--- config.mk ---
export PLATFORM = sky130hd
export DESIGN_NAME = ps2_kbd_tx
export DESIGN_NICKNAME = d
export VERILOG_FILES = /design/src/rtl/ps2_kbd_tx.sv
export SDC_FILE = /design/constraint.sdc
export NUM_CORES = 1
export LEC_CHECK = 0
export ABC_AREA = 1
export BUFFER_PORTS_ARGS = -buffer_cell sky130_fd_sc_hd__buf_2
export CELL_PAD_IN_SITES_DETAIL_PLACEMENT = 0
export CELL_PAD_IN_SITES_GLOBAL_PLACEMENT = 2
export CORE_ASPECT_RATIO = 1.1
export CORE_MARGIN = 2
export CORE_UTILIZATION = 30
export DETAILED_ROUTE_END_ITERATION = 8
export PLACE_DENSITY = 0.71
export SLEW_MARGIN = 25
export SYNTH_ARGS = -nofsm -noshare
export SYNTH_HDL_FRONTEND = slang
export SYNTH_SLANG_ARGS = --single-unit
--- constraint.sdc ---
create_clock -name clk -period 2.4 [get_ports clk]
set_input_delay 0.48 -clock clk [delete_from_list [all_inputs] [get_ports clk]]
set_output_delay 0.48 -clock clk [all_outputs]
set_load 0.02 [all_outputs]
--- src/rtl/ps2_kbd_tx.sv ---
// PS/2 keyboard-side transmitter. It queues scan-code bytes in a small FIFO and
// serialises each one as an 11-bit frame: start, data LSB first, odd parity, stop.
module ps2_kbd_tx #(
  parameter int CLK_DIV    = 16,
  parameter int AW         = 3,
  parameter int GAP_HALVES = 4
) (
  input  logic       clk,
  input  logic       rst,
  input  logic [7:0] in_data,
  input  logic       in_valid,
  output logic       in_ready,
  input  logic       inject_parity_err,
  output logic       ps2_clk,
  output logic       ps2_data,
  output logic       busy,
  output logic       frame_done,
  output logic [7:0] sent_cnt
);
  localparam int DEPTH   = 1 << AW;
  localparam int GAP_CYC = GAP_HALVES * CLK_DIV;
  localparam int DMAX    = (GAP_CYC > CLK_DIV) ? GAP_CYC : CLK_DIV;
  localparam int DW      = $clog2(DMAX + 1);

  localparam logic [AW:0]   FULL     = (AW+1)'(DEPTH);
  localparam logic [DW-1:0] HALF_END = DW'(CLK_DIV - 1);
  localparam logic [DW-1:0] GAP_END  = DW'(GAP_CYC - 1);
  localparam logic [3:0]    LAST_BIT = 4'd10;

  typedef enum logic [1:0] {IDLE, SETUP, LOW, GAP} state_t;
  state_t state, next_state;

  logic [7:0]    mem [DEPTH];
  logic [AW-1:0] wr_ptr, rd_ptr;
  logic [AW:0]   count;
  logic          push, pop;
  logic [7:0]    head;
  logic          par;

  logic [DW-1:0] div;
  logic [3:0]    idx;
  logic [10:0]   frame;
  logic          div_clr, idx_inc, load, done;

  assign in_ready = (count != FULL);
  assign push     = in_valid & in_ready;
  assign pop      = load;
  assign busy     = (state != IDLE) | (count != '0);

  assign head = mem[rd_ptr];
  assign par  = ~^head ^ inject_parity_err;

  // FIFO storage needs no reset; only pointers and count carry state
  always_ff @(posedge clk) begin
    if (push) mem[wr_ptr] <= in_data;
  end

  always_ff @(posedge clk or posedge rst) begin
    if (rst) begin
      wr_ptr <= '0;
      rd_ptr <= '0;
      count  <= '0;
    end else begin
      if (push) wr_ptr <= wr_ptr + 1'b1;
      if (pop)  rd_ptr <= rd_ptr + 1'b1;
      case ({push, pop})
        2'b10:   count <= count + 1'b1;
        2'b01:   count <= count - 1'b1;
        default: count <= count;
      endcase
    end
  end

  always_ff @(posedge clk or posedge rst) begin
    if (rst) state <= IDLE;
    else     state <= next_state;
  end

  always_comb begin
    next_state = state;
    div_clr    = 1'b0;
    idx_inc    = 1'b0;
    load       = 1'b0;
    done       = 1'b0;
    case (state)
      IDLE: begin
        div_clr = 1'b1;
        if (count != '0) begin
          load       = 1'b1;
          next_state = SETUP;
        end
      end
      SETUP: begin
        if (div == HALF_END) begin
          div_clr    = 1'b1;
          next_state = LOW;
        end
      end
      LOW: begin
        if (div == HALF_END) begin
          div_clr = 1'b1;
          if (idx == LAST_BIT) begin
            done       = 1'b1;
            next_state = GAP;
          end else begin
            idx_inc    = 1'b1;
            next_state = SETUP;
          end
        end
      end
      GAP: begin
        if (div == GAP_END) begin
          div_clr    = 1'b1;
          next_state = IDLE;
        end
      end
      default: next_state = IDLE;
    endcase
  end

  always_ff @(posedge clk or posedge rst) begin
    if (rst) begin
      div        <= '0;
      idx        <= '0;
      frame      <= '1;
      frame_done <= 1'b0;
      sent_cnt   <= '0;
    end else begin
      div        <= div_clr ? '0 : div + 1'b1;
      frame_done <= done;
      if (done) sent_cnt <= sent_cnt + 1'b1;
      if (load) begin
        idx   <= '0;
        frame <= {1'b1, par, head, 1'b0};
      end else if (idx_inc) begin
        idx <= idx + 1'b1;
      end
    end
  end

  // Lines are registered from the current state, so they lag it by one cycle;
  // data settles while ps2_clk is high, a half-period before each falling edge.
  always_ff @(posedge clk or posedge rst) begin
    if (rst) begin
      ps2_clk  <= 1'b1;
      ps2_data <= 1'b1;
    end else begin
      ps2_clk  <= (state != LOW);
      ps2_data <= (state == SETUP || state == LOW) ? frame[idx] : 1'b1;
    end
  end

endmodule

=== After elaboration in Yosys (flattened, before gate mapping) ===
Memories as Yosys holds them, arrays and structs flattened.
Cells that the tools add are included.

* Flip-flop bits (word level): 44
* Memories kept: 1
* RAM bits: 64
* Bits of input ports: 12
* Output and inout port bits: 13
* Word-level logic and storage cells: 72

{| class="wikitable"
|+ Memories
! memory !! words !! bits a word !! read ports !! clocked after memory_dff !! write ports !! RTL line !! text
|-
| mem || 8 || 8 || 1 || 0 || 1 || 33 || <nowiki>logic [7:0] mem [DEPTH];</nowiki>
|}

* Add/subtract/negate cells: 7
* Reductions and logical operators: 9
* Order comparisons: 1
* Equality and inequality tests: 14
* Bitwise operators: 3
* Mux-type cells: 26

{| class="wikitable"
|+ Operators with widths
! operator !! count
|-
| 1-bit 2-to-1 mux || 14
|-
| 2-bit 2-to-1 mux || 5
|-
| 2-bit != test (second input constant) || 5
|-
| 4-bit by 1-bit adder with 4-bit output (second input constant) || 2
|-
| 8-bit by 1-bit adder with 8-bit output (second input constant) || 1
|-
| 4-bit 2-to-1 mux || 2
|-
| 2-bit case mux with 4 select lines || 1
|-
| 4-bit case mux with 2 select lines || 1
|-
| 8-bit XNOR reduction || 1
|-
| 7-bit by 1-bit adder with 7-bit output (second input constant) || 1
|-
| 7-bit by 4-bit == test with 1-bit output (second input constant) || 1
|-
| 7-bit by 6-bit == test with 1-bit output (second input constant) || 1
|-
| 7-bit 2-to-1 mux || 1
|-
| 3-bit by 1-bit adder with 3-bit output (second input constant) || 2
|-
| 2-bit == test (second input constant) || 3
|-
| 2-bit nonzero test || 3
|-
| 4-bit by 5-bit less-than comparator with 1-bit output (second input constant) || 1
|-
| 1-bit binary-select mux with 4-bit select || 1
|-
| 2-bit by 1-bit == test with 1-bit output (second input constant) || 2
|-
| 4-bit == test (second input constant) || 1
|-
| 4-bit != test (second input constant) || 1
|-
| 4-bit AND reduction || 1
|-
| 4-bit nonzero test || 1
|-
| 4-bit by 1-bit subtractor with 4-bit output (second input constant) || 1
|-
| other kinds (7) || 7
|}

=== Logic depth before layout (Yosys ltp) ===
Gate-level depths: netlist (run 1).

* Depth in word-level cells: 6
* Mapped depth: 17
* Depth with buffers taken out: 15

=== Worst setup path after synthesis (run 1) ===
OpenSTA, ideal clock, no wires.

* Path type: reg-to-reg
* Start point: register state[0]
* End point: register count[3]
* Clock period less this slack: 1.971 ns
* Required time: 2.270 ns
* Stages on the path, launching flop included: 13
* Library setup time: 0.130 ns
* Setup slack: 0.429 ns
* Arrival: 1.841 ns
* Path buffers: 0
* Cell sequence: dfrtp_1 -> inv_1 -> ha_1 -> nand2_1 -> clkinv_1 -> ha_1 -> nand2_1 -> inv_1 -> nor2_1 -> nand3b_1 -> o31ai_1 -> o211ai_1 -> xor2_1

* Cells in the longest elaborated chain, start to end: 4
* Elaborated cells on any way between the ends: 6
* Those cells by class: eq/ne (2); mux (2); reduce/logical (2)

{| class="wikitable"
|+ RTL lines
! element !! RTL line !! text
|-
| from (decl) || 31 || <nowiki>state_t state, next_state;</nowiki>
|-
| from (signal assigned) || 76 || <nowiki>else state <= next_state;</nowiki>
|-
| 2-bit zero test * || 85 || <nowiki>case (state)</nowiki>
|-
| 1-bit 2-to-1 mux * || 85 ||
|-
| named net load || 43 || <nowiki>logic div_clr, idx_inc, load, done;</nowiki>
|-
| 2-bit by 1-bit == test with 1-bit output or 2-bit == test (tied branches) || 66 || <nowiki>case ({push, pop})</nowiki>
|-
| 4-bit case mux with 2 select lines or 2-bit nonzero test (tied branches) || - ||
|-
| to (signal assigned) || 67 || <nowiki>2'b10: count <= count + 1'b1;</nowiki>
|-
| to (signal assigned) || 68 || <nowiki>2'b01: count <= count - 1'b1;</nowiki>
|-
| to (signal assigned) || 69 || <nowiki>default: count <= count;</nowiki>
|-
| to (decl) || 35 || <nowiki>logic [AW:0] count;</nowiki>
|}

Mark *: on every way through the listed nets, which the timed path passes. The rest lies on a longest branch.
A chain may end at the register's enable or synchronous reset.

=== Worst setup path after layout (run 1) ===
* Start point: register state[0]
* End point: register count[2]

The elaborated chain is that of the path after synthesis.

==> results of run 1 <==
## critical path: stages (launching register included)
cell      delay (ps)
dfrtp_1          410
inv_1            110
ha_1             240
nand2_1           90
clkinv_1          80
ha_1             230
nor2_1           110
nor2_1            80
ha_1             180
a21oi_1          190
xnor2_1          150
o21ai_0          100
## kinds of logic (layout without fill, tap and decap cells)
logic type	count (synthesis)	count (layout)	synth area share, %
and+or+nand+nor	269	269	22.26
buffers and inverters	103	143	8.989
xor gates and xnor gates	15	15	2.510
AOI/OAI and AO/OA	44	44	4.638
adders and majority gates	14	14	3.347
muxes	1	1	0.2151
DFF	108	108	58.04
## sequential cells by signal (all words and copies together) (netlist names)
| register | flops |
|---|---|
| count | 4 |
| div | 7 |
| frame | 10 |
| frame_done | 1 |
| idx | 4 |
| mem | 64 |
| ps2_clk | 1 |
| ps2_data | 1 |
| rd_ptr | 3 |
| sent_cnt | 8 |
| state | 2 |
| wr_ptr | 3 |
## path summary, 6_finish.rpt
kind | start | to
setup / recovery | state[0] | count[2]
hold / removal | rst | sent_cnt[4]
setup reg to reg | state[0] | count[2]
hold reg to reg | frame[0] | frame[0]
max in group asynchronous | rst | frame[5]
min in group clk | in_data[7] | mem[5][7]
## per-stage QoR
stage,power [mW],cells
after floorplan,2.719,554
after global placement,2.938,812
after detailed placement,2.959,812
after CTS,4.540,828
after global routing,4.712,828
final,4.476,828
## power by group through the flow
| stage | Clock [mW] | Sequential [mW] | Combinational [mW] |
|---|---|---|---|
| global placement | 0 | 2.32 | 0.620 |
| CTS | 1.62 | 2.29 | 0.635 |
| global route | 1.69 | 2.31 | 0.712 |
| floorplan | 0 | 2.31 | 0.414 |
| detailed placement | 0 | 2.32 | 0.634 |
| finish | 1.57 | 2.29 | 0.620 |
## per-layer routing
layer | up-vias | track usage [%]
met2 | 40 | 21.47
met4 | 0 | 4.527
met1 | 1650 | 15.30
met5 | - | 0
met3 | 10 | 2.782
li1 | 1828 | -
## placed cells by master (no fill, tap or decap), types with 2 or more instances in the layout
cell and instances:
a211oi_1 2, clkbuf_1 2, clkinv_1 2, ha_1 14, bufinv_16 2, nor2_1 41
o21ai_1 6, inv_1 82, nand2_2 11, buf_2 24, dfstp_2 12, nand3_1 44
o21ai_0 22, dfrtp_1 32, clkbuf_16 9, xnor2_1 6, edfxtp_1 64, inv_2 3
nor3b_1 3, a21oi_1 8, buf_4 15, nand3_2 6, o211ai_1 3, xor2_1 9
nand2_1 156, nor2_2 2
## layout make-up
class	count	area, µm²	area share, %
sequential	108	3038	51.17
tap	234	292.8	4.932
clock inverter	4	75.07	1.264
multi-input combinational	343	1725	29.06
inverter	88	335.3	5.648
clock buffer	12	237.7	4.004
timing repair buffer	39	232.7	3.920
==> results.md, run 1 <==
- Hold Fails Final Rpt: 0
- Routed vias/inst: 4.261
- Initial drt markers: 156
- Dpl ws: 361.3 ps
- Final worst slack: 308.8 ps
- Highest metal used: met4
- Predominant post-synthesis flop cell: edfxtp_1
- Routed length on met3: 258 µm
- Post-Route M1 WL: 4973 µm
- Internal: 3.328 mW
- Status: complete, no violations
- Post_cts resized: 0
- Post-synthesis cell count: 554
- Layout cells sized above 1: 15.49%
- Routed Antenna Nets: 0
- Post-Syn Nets: 580
- Slew HR: 61.56%
- RSZ-0062 raised after global routing: false
- Dpl hpwl: 7287 µm
- H-Tree Depth: 3
- IO Count: 25
- Syn-to-layout area delta: 13.44%
- Hold Crit Class: primary input to async pin
- Root Driver: clkbuf_16
- Pwr Density: 753.9 mW/mm²
- Minimum clock period: 2091 ps
- Max cap viols: 0
- CP Max Fanout: 4
- # port buffers: 24
- Setup Fix Bufs, Post-CTS: 0
- Setup violators final: 0
- Maximum clock path buffer count: 2
- Sequential-to-total area share from yosys stat: 58.04%
- R2R Setup Slk: 310 ps
- Leading area contributor after synthesis: edfxtp_1
- Distinct cells, synth: 35
- Sink Count: 108
- Largest cells by area after synthesis: edfxtp_1 (37%), dfrtp_1 (15%), nand2_1 (11%)
- Metal2 WL: 5255 µm
- Number of antenna diodes: 0
- Placed instance area: 0.005624 mm²
- Top-area cell type share of the netlist area: 36.72%
- Syn Std Cell Area: 0.005234 mm²
- Slew @ Worst Pin: 576.6 ps
- Logic pwr share: 13.8%
- Sw Ratio: 25.64%
- First-pass GRT wire length: 17510 µm
- Asr flop ratio synth: 40.74%
- Max VDD drop: 0.0004208 V
- Clk_lat worst skew: 350 ps
- Die area: 0.01852 mm²
- CP startpoint kind: flop
- Site Rows: 50
- Syn Area/Cell: 9.447 µm²
- Core area: 0.01708 mm²
- Setup_tns: 0 ps
- Grt ovf: 0
- Yosys warns: 0
- Drt wl/cell: 12.89 µm
- Chip height: 142.5 µm
- F_max: 478.2 MHz
- # fillers: 1740
- Final hold slack: 257.9 ps
- Top-count cell post-synth: nand2_1
- CP Capture Type: flop
- Hold buffers post-CTS: 0
- P_sw: 1.147 mW
- Reg clk slew, reported paths: 80 ps
- GRT Util Overall: 12.49%
- WS Path Type: flop to flop
- Clock share of power: 35.0%
- Crit path DAT: 2310 ps
- Final Instance Area: 0.005937 mm²
- Worst clock skew: 13.61 ps
- DRT Pass-1 Iters: 4
- Die Width: 129.9 µm
- CTS tree: done
- Largest net degree at the start of global routing: 45
- # DRC: 0
- Final slew viol count: 0
- Reg power frac: 51.2%
- Fin nets: 615
- Util after Layout: 34.76%
- FF-to-FF path depth: 11
- Routed WL: 10670 µm
- Critical Path RT: 2620 ps
- Gpl congestion: 0.7857
- Detailed-route via count: 3528
- Post-synth top cells: nand2_1 (156), inv_1 (83), edfxtp_1 (64)
- Flops & latches, synth: 108
- LEAKAGE: 2.719 nW
- Vias in the first global route: 3450
- Starting Density: 30.64%
- Antenna violations before repair: 0
- Post-synth EDFFs: 64
- TritonCTS buffer count: 9
- Final worst-path cycle share: 87.13%
(Power assumes the default switching activity.)
==> run 2, diff against run 1 <==
PLACE_DENSITY = not set   (was 0.71)
PLACE_DENSITY_LB_ADDON = 0.1   (was not set)
==> results.md, run 2 (synthesis results as in run 1) <==
- Sink Count: 108 (unchanged)
- CP startpoint kind: flop (unchanged)
- Pwr Density: 748.4 mW/mm² (was 753.9 mW/mm²)
- Minimum clock period: 2014 ps (was 2091 ps)
- Root Driver: clkbuf_16 (unchanged)
- First-pass GRT wire length: 18800 µm (was 17510 µm)
- Gr busiest metal: met2 (unchanged)
- Routed WL: 11710 µm (was 10670 µm)
- Starting Density: 30.64% (unchanged)
- Syn-to-layout area delta: 13.29% (was 13.44%)
- Finished Layout Cells: 829 (was 828)
- Slew @ Worst Pin: 892.0 ps (was 576.6 ps)
- Final Instance Area: 0.005929 mm² (was 0.005937 mm²)
- # port buffers: 24 (unchanged)
- Die Width: 129.9 µm (unchanged)
- Antenna violations before repair: 0 (unchanged)
- F_max: 496.5 MHz (was 478.2 MHz)
- Site Rows: 50 (unchanged)
- H-Tree Depth: 3 (unchanged)
- Most common cell after layout, fill and taps aside: nand2_1 (unchanged)
- Post_cts resized: 0 (unchanged)
- Max FFs per register: 64 (unchanged)
- Vias in the first global route: 3584 (was 3450)
- LEAKAGE: 2.715 nW (was 2.719 nW)
- IO Count: 25 (unchanged)
- Reg clk slew, reported paths: 70 ps (was 80 ps)
- Clk_lat worst skew: 360 ps (was 350 ps)
- Final slew viol count: 0 (unchanged)
- Largest register by flop count: mem (unchanged)
- # DRC: 0 (unchanged)
- Max VDD drop: 0.0003452 V (was 0.0004208 V)
- Number of antenna diodes: 0 (unchanged)
- Fin nets: 616 (was 615)
- GRT Util Overall: 13.66% (was 12.49%)
- M3 GR Usage: 2.105% (was 2.782%)
- Worst clock skew: 9.482 ps (was 13.61 ps)
- RSZ-0062 raised after global routing: false (unchanged)
- Status: complete, no violations (unchanged)
- Hold Crit Class: primary input to async pin (unchanged)
- Gpl congestion: 0.7226 (was 0.7857)
- Layout cells sized above 1: 15.80% (was 15.49%)
- Final Total Pwr: 4.438 mW (was 4.476 mW)
- CTS tree: done (unchanged)
- Met1 usage: 16.41% (was 15.30%)
- Initial drt markers: 136 (was 156)
- CP cell instances: nor2_1 > nand3_1 > nand2_1 > ha_1 > nand2_1 > inv_1 > nor2_1 > ha_1 > a21oi_1 > xnor2_1 > o21ai_0 (was inv_1 > ha_1 > nand2_1 > clkinv_1 > ha_1 > nor2_1 > nor2_1 > ha_1 > a21oi_1 > xnor2_1 > o21ai_0)
- WS Path Type: flop to flop (unchanged)
- TritonCTS buffer count: 9 (unchanged)
- CP Capture Type: flop (unchanged)
- DRT Pass-1 Iters: 4 (unchanged)
- Met2 Use GR: 24.39% (was 21.47%)
- Setup violators final: 0 (unchanged)
- Crit path DAT: 2240 ps (was 2310 ps)
- Final worst slack: 385.7 ps (was 308.8 ps)
- Grt ovf: 0 (unchanged)
- Hold buffers post-CTS: 0 (unchanged)
- Hold Fails Final Rpt: 0 (unchanged)
- Slowest Stage Delay on Critical Path: 430 ps (was 410 ps)
- Maximum clock path buffer count: 2 (unchanged)
- Dpl ws: 381.8 ps (was 361.3 ps)
- Setup Fix Bufs, Post-CTS: 0 (unchanged)
- Slowest stage cell on the critical path: dfrtp_1 (unchanged)
- Final worst-path cycle share: 83.93% (was 87.13%)
- Slew HR: 40.45% (was 61.56%)
- Most frequent cells in the layout: nand2_1 (156), inv_1 (82), edfxtp_1 (64), nand3_1 (44), nor2_1 (41) (unchanged)
- Cell Count Post-Placement: 813 (was 812)
- Max cap viols: 0 (unchanged)
- Routed vias/inst: 4.318 (was 4.261)
- Die area: 0.01852 mm² (unchanged)
- Setup_tns: 0 ps (unchanged)
- Chip height: 142.5 µm (unchanged)
- Critical Path RT: 2630 ps (was 2620 ps)
- Core area: 0.01708 mm² (unchanged)
- Routed Antenna Nets: 0 (unchanged)
- Drt wl/cell: 14.13 µm (was 12.89 µm)
- CP Max Fanout: 5 (was 4)
- Placed instance area: 0.005632 mm² (was 0.005624 mm²)
- Regs by FF count: mem (64), frame (10), sent_cnt (8) (unchanged)
- Detailed-route via count: 3580 (was 3528)
- Dpl hpwl: 7999 µm (was 7287 µm)
- Largest net degree at the start of global routing: 42 (was 45)
## run 2: power by group
| group | leakage [nW] | total [mW] | switching, mW | internal [mW] |
|---|---|---|---|---|
| Combinational | 1.45 | 0.632 | 0.426 | 0.206 |
| Clock | 0.144 | 1.51 | 0.698 | 0.816 |
| Sequential | 1.12 | 2.29 | 0.0932 | 2.20 |
## run 2: per-stage QoR
step                      util, %  hold WS [ps]
after detailed placement    32.97         447.1
after global routing        34.72         395.9
after floorplan                 -         432.9
after CTS                   34.72         353.3
after global placement      32.97         447.0
final                       34.72         302.7
## run 2: path summary, 6_finish.rpt
kind                       depth (start not counted)  slack [ps]  startpoint   endpoint
setup / recovery                                  11         390    count[1]   count[2]
hold / removal                                     2         300         rst     div[0]
setup reg to reg                                  11         390    count[1]   count[2]
hold reg to reg                                    2         460    frame[0]   frame[0]
max in group asynchronous                          3        1490         rst  wr_ptr[0]
min in group clk                                   1         390  in_data[1]  mem[1][1]
## run 2: layout make-up
type | count | area, µm²
clock buffers | 9 | 225.2
well taps | 234 | 292.8
flip-flops and latches | 108 | 3038
repair buffers | 40 | 240.2
fillers | 1787 | 11150
clock inverters | 7 | 72.57
multi-input cells | 343 | 1725
inverters | 88 | 335.3
## run 2: worst max-delay path: cells and delay by family, from the launching register on
family / cells / cell delay (ps)
adder cells (fa/ha/maj): 2 / 410
AND/OR/NAND/NOR: 5 / 590
buffers and inverters: 1 / 70
AO/OA/AOI/OAI: 2 / 250
flip-flops: 1 / 430
XOR/XNOR: 1 / 130
## run 2: routing by layer
layer | vias to the layer above | part of all wire [%]
li1 | 1837 | -
met1 | 1687 | 45
met2 | 44 | 51
met3 | 12 | 2.3
met4 | 0 | 1.8
met5 | - | 0
==> run 3, diff against run 2 <==
ABC_AREA = 0   (was 1)
clock period = 1.8 ns   (was 2.4 ns; I/O delays follow)
==> results.md, run 3 <==
- CP startpoint kind: flop (unchanged)
- F_max: 474.4 MHz (was 496.5 MHz)
- GRT Util Overall: 12.26% (was 13.66%)
- Reg clk slew, reported paths: 70 ps (about the same)
- DRT Pass-1 Iters: 4 (unchanged)
- CP Max Fanout: 4 (was 5)
- CP Capture Type: flop (unchanged)
- Util after Layout: 41.13% (was 34.72%)
- Max VDD drop: 0.0006967 V (was 0.0003452 V)
- Starting Density: 30.78% (was 30.64%)
- Slew @ Worst Pin: 347.9 ps (was 892.0 ps)
- Max cap viols: 0 (unchanged)
- Core area: 0.01505 mm² (was 0.01708 mm²)
- Asr flop ratio synth: 40.74% (unchanged)
- Post-synth top cells: edfxtp_1 (64), dfrtp_1 (32), nand2_1 (30) (was nand2_1 (156), inv_1 (83), edfxtp_1 (64))
- Flops & latches, synth: 108 (unchanged)
- Dpl ws: -445.4 ps (was 381.8 ps)
- Hold Crit Class: primary input to async pin (unchanged)
- Gpl congestion: 0.6854 (was 0.7226)
- Status: complete, but fails checks (was complete, no violations)
- Distinct cells, synth: 40 (was 35)
- Routed WL: 9085 µm (was 11710 µm)
- Leading area contributor after synthesis: edfxtp_1 (unchanged)
- Routed vias/inst: 4.414 (was 4.318)
- Syn-to-layout area delta: 33.61% (was 13.29%)
- Layout cells sized above 1: 45.66% (was 15.80%)
- Hold Fails Final Rpt: 0 (unchanged)
- Most frequent cells in the layout: edfxtp_1 (64), buf_4 (57), dfrtp_1 (29), nand2_1 (27), buf_2 (22) (was nand2_1 (156), inv_1 (82), edfxtp_1 (64), nand3_1 (44), nor2_1 (41))
- # port buffers: 24 (unchanged)
- Chip height: 134.4 µm (was 142.5 µm)
- Most common cell after layout, fill and taps aside: edfxtp_1 (was nand2_1)
- Post-Syn Nets: 328 (was 580)
- Drt wl/cell: 15.17 µm (was 14.13 µm)
- Worst clock skew: 8.549 ps (was 9.482 ps)
- Final slew viol count: 0 (unchanged)
- Initial drt markers: 93 (was 136)
- Fin nets: 425 (was 616)
- RSZ-0062 raised after global routing: true (was false)
- Slowest stage cell on the critical path: mux4_2 (was dfrtp_1)
- TritonCTS buffer count: 9 (unchanged)
- Violated checks: negative setup slack
- Most used cell, CP: xnor2_1
- Top-area cell type share of the netlist area: 41.47% (was 36.72%)
- Antenna violations before repair: 0 (unchanged)
- Final worst-path cycle share: 117.1% (was 83.93%)
- Routed Antenna Nets: 0 (unchanged)
- H-Tree Depth: 3 (unchanged)
- Die area: 0.01646 mm² (was 0.01852 mm²)
- Largest net degree at the start of global routing: 45 (was 42)
- Slew HR: 76.75% (was 40.45%)
- Pwr Density: 1605 mW/mm² (was 748.4 mW/mm²)
- Syn Std Cell Area: 0.004634 mm² (was 0.005234 mm²)
- Dpl hpwl: 6239 µm (was 7999 µm)
- WS Path Type: flop to flop (unchanged)
- Predominant post-synthesis flop cell: edfxtp_1 (unchanged)
- # DRC: 0 (unchanged)
- Post-synth EDFFs: 64 (unchanged)
- Max FFs per register: 64 (unchanged)
- Largest cells by area after synthesis: edfxtp_1 (41%), dfrtp_1 (17%), dfstp_2 (6.8%) (was edfxtp_1 (37%), dfrtp_1 (15%), nand2_1 (11%))
- Clk_lat worst skew: 340 ps (was 360 ps)
- Root Driver: clkbuf_16 (unchanged)
- Crit path DAT: 2380 ps (was 2240 ps)
- Critical Path RT: 2080 ps (was 2630 ps)
- Site Rows: 47 (was 50)
- Sequential-to-total area share from yosys stat: 65.55% (was 58.04%)
- Top-count cell post-synth: edfxtp_1 (was nand2_1)
- Die Width: 122.5 µm (was 129.9 µm)
- IO Count: 25 (unchanged)
- CTS tree: done (unchanged)
- Setup violators final: 4 (was 0)
- Slowest Stage Delay on Critical Path: 520 ps (was 430 ps)
- First-pass GRT wire length: 14850 µm (was 18800 µm)
- CP cell instances: buf_4 > mux4_2 > mux2i_2 > xnor2_1 > xnor3_2 > xnor2_1 > o21ai_1 (was nor2_1 > nand3_1 > nand2_1 > ha_1 > nand2_1 > inv_1 > nor2_1 > ha_1 > a21oi_1 > xnor2_1 > o21ai_0)
- LEAKAGE: 2.452 nW (was 2.715 nW)
- Number of antenna diodes: 0 (unchanged)
- Syn Area/Cell: 15.35 µm² (was 9.447 µm²)
- Largest register by flop count: mem (unchanged)
- Minimum clock period: 2108 ps (was 2014 ps)
- Detailed-route via count: 2644 (was 3580)
- Vias in the first global route: 2767 (was 3584)
- Post-synthesis cell count: 302 (was 554)
- Regs by FF count: mem (64), frame (10), sent_cnt (8) (unchanged)
- Final worst slack: -308.1 ps (was 385.7 ps)
- Maximum clock path buffer count: 2 (unchanged)
- Final Total Pwr: 9.939 mW (was 4.438 mW)
- Grt ovf: 0 (unchanged)
- Yosys warns: 0 (unchanged)
- Sink Count: 108 (unchanged)
run 3: cell count changes in the layout (fill, tap and decap cells not counted), sizes merged, moves of 4 or more:
cell / before / now
a21oi: 8 / 4
mux2i: 0 / 9
nand2: 167 / 30
nor2: 43 / 21
inv: 89 / 10
mux4: 0 / 18
buf: 40 / 95
o21ai: 29 / 13
xnor2: 6 / 17
nand3: 50 / 4
run 3: cell families after synthesis:
kind of cell	synth area share [%]
xor+xnor	5.804
flops	65.55
compound gates	3.024
simple gates	7.749
buf+inv	1.755
fa+ha+maj	3.780
mux	12.34
run 3: worst paths after layout:
| check | endpoint | cells after the start | from | slack (ps) |
|---|---|---|---|---|
| max in group asynchronous | ps2_clk | 3 | rst | 1480 |
| setup reg to reg | frame[9] | 7 | rd_ptr[0] | -310 |
| setup / recovery | frame[9] | 7 | rd_ptr[0] | -310 |
| min in group clk | mem[2][1] | 1 | in_data[1] | 280 |
| hold / removal | sent_cnt[7] | 3 | rst | 50 |
| hold reg to reg | sent_cnt[7] | 1 | sent_cnt[7] | 460 |
run 3: worst max-delay path, delay by kind of cell, from the launching register on:
kind	cells	cell delay, ps
AO/OA/AOI/OAI	1	120
XOR/XNOR	3	710
buffers and inverters	1	150
flip-flops	1	350
multiplexers	2	710
run 3: timing repair:
item / in CTS / in global routing
hold buffers: 0 / 0
endpoints found under the setup margin: 49 / 55
pin swaps: 11 / 12
setup buffers: 6 / 4
gates resized for setup: 28 / 13
run 3: routing by layer:
metal / track usage, % / wire, µm / up-vias
li1: - / - / 1307
met1: 15.23 / 3977 / 1294
met2: 20.65 / 4664 / 32
met3: 2.636 / 274 / 11
met4: 4.981 / 169 / 0
met5: 0 / 0 / -
run 3: per-stage QoR:
step | hold slack, ps | TNS [ps] | instances | instance area [µm²]
floorplan | 425.1 | -785.5 | 302 | 4776
global placement | 420.3 | -7203 | 575 | 5618
detailed placement | 420.6 | -7678 | 575 | 5618
CTS | 42.66 | -904.0 | 595 | 6072
global route | 67.98 | -1452 | 599 | 6192
finish | 47.03 | -868.7 | 599 | 6192
run 3: final cells by class:
class,instances,area (µm²)
Fill cell,1437,8862
Sequential cell,108,3042
Multi-Input combinational cell,176,1785
Timing Repair Buffer,95,788.3
Tap cell,196,245.2
Clock buffer,9,225.2
Clock inverter,6,65.06
Inverter,9,41.29
run 3: power by group:
part / total, mW / leakage [nW] / switching, mW / internal [mW]
sequential: 3.60 / 1.12 / 0.335 / 3.26
combinational: 4.41 / 1.19 / 1.96 / 2.45
clock: 1.93 / 0.143 / 0.861 / 1.07
total: 9.94 / 2.45 / 3.16 / 6.78
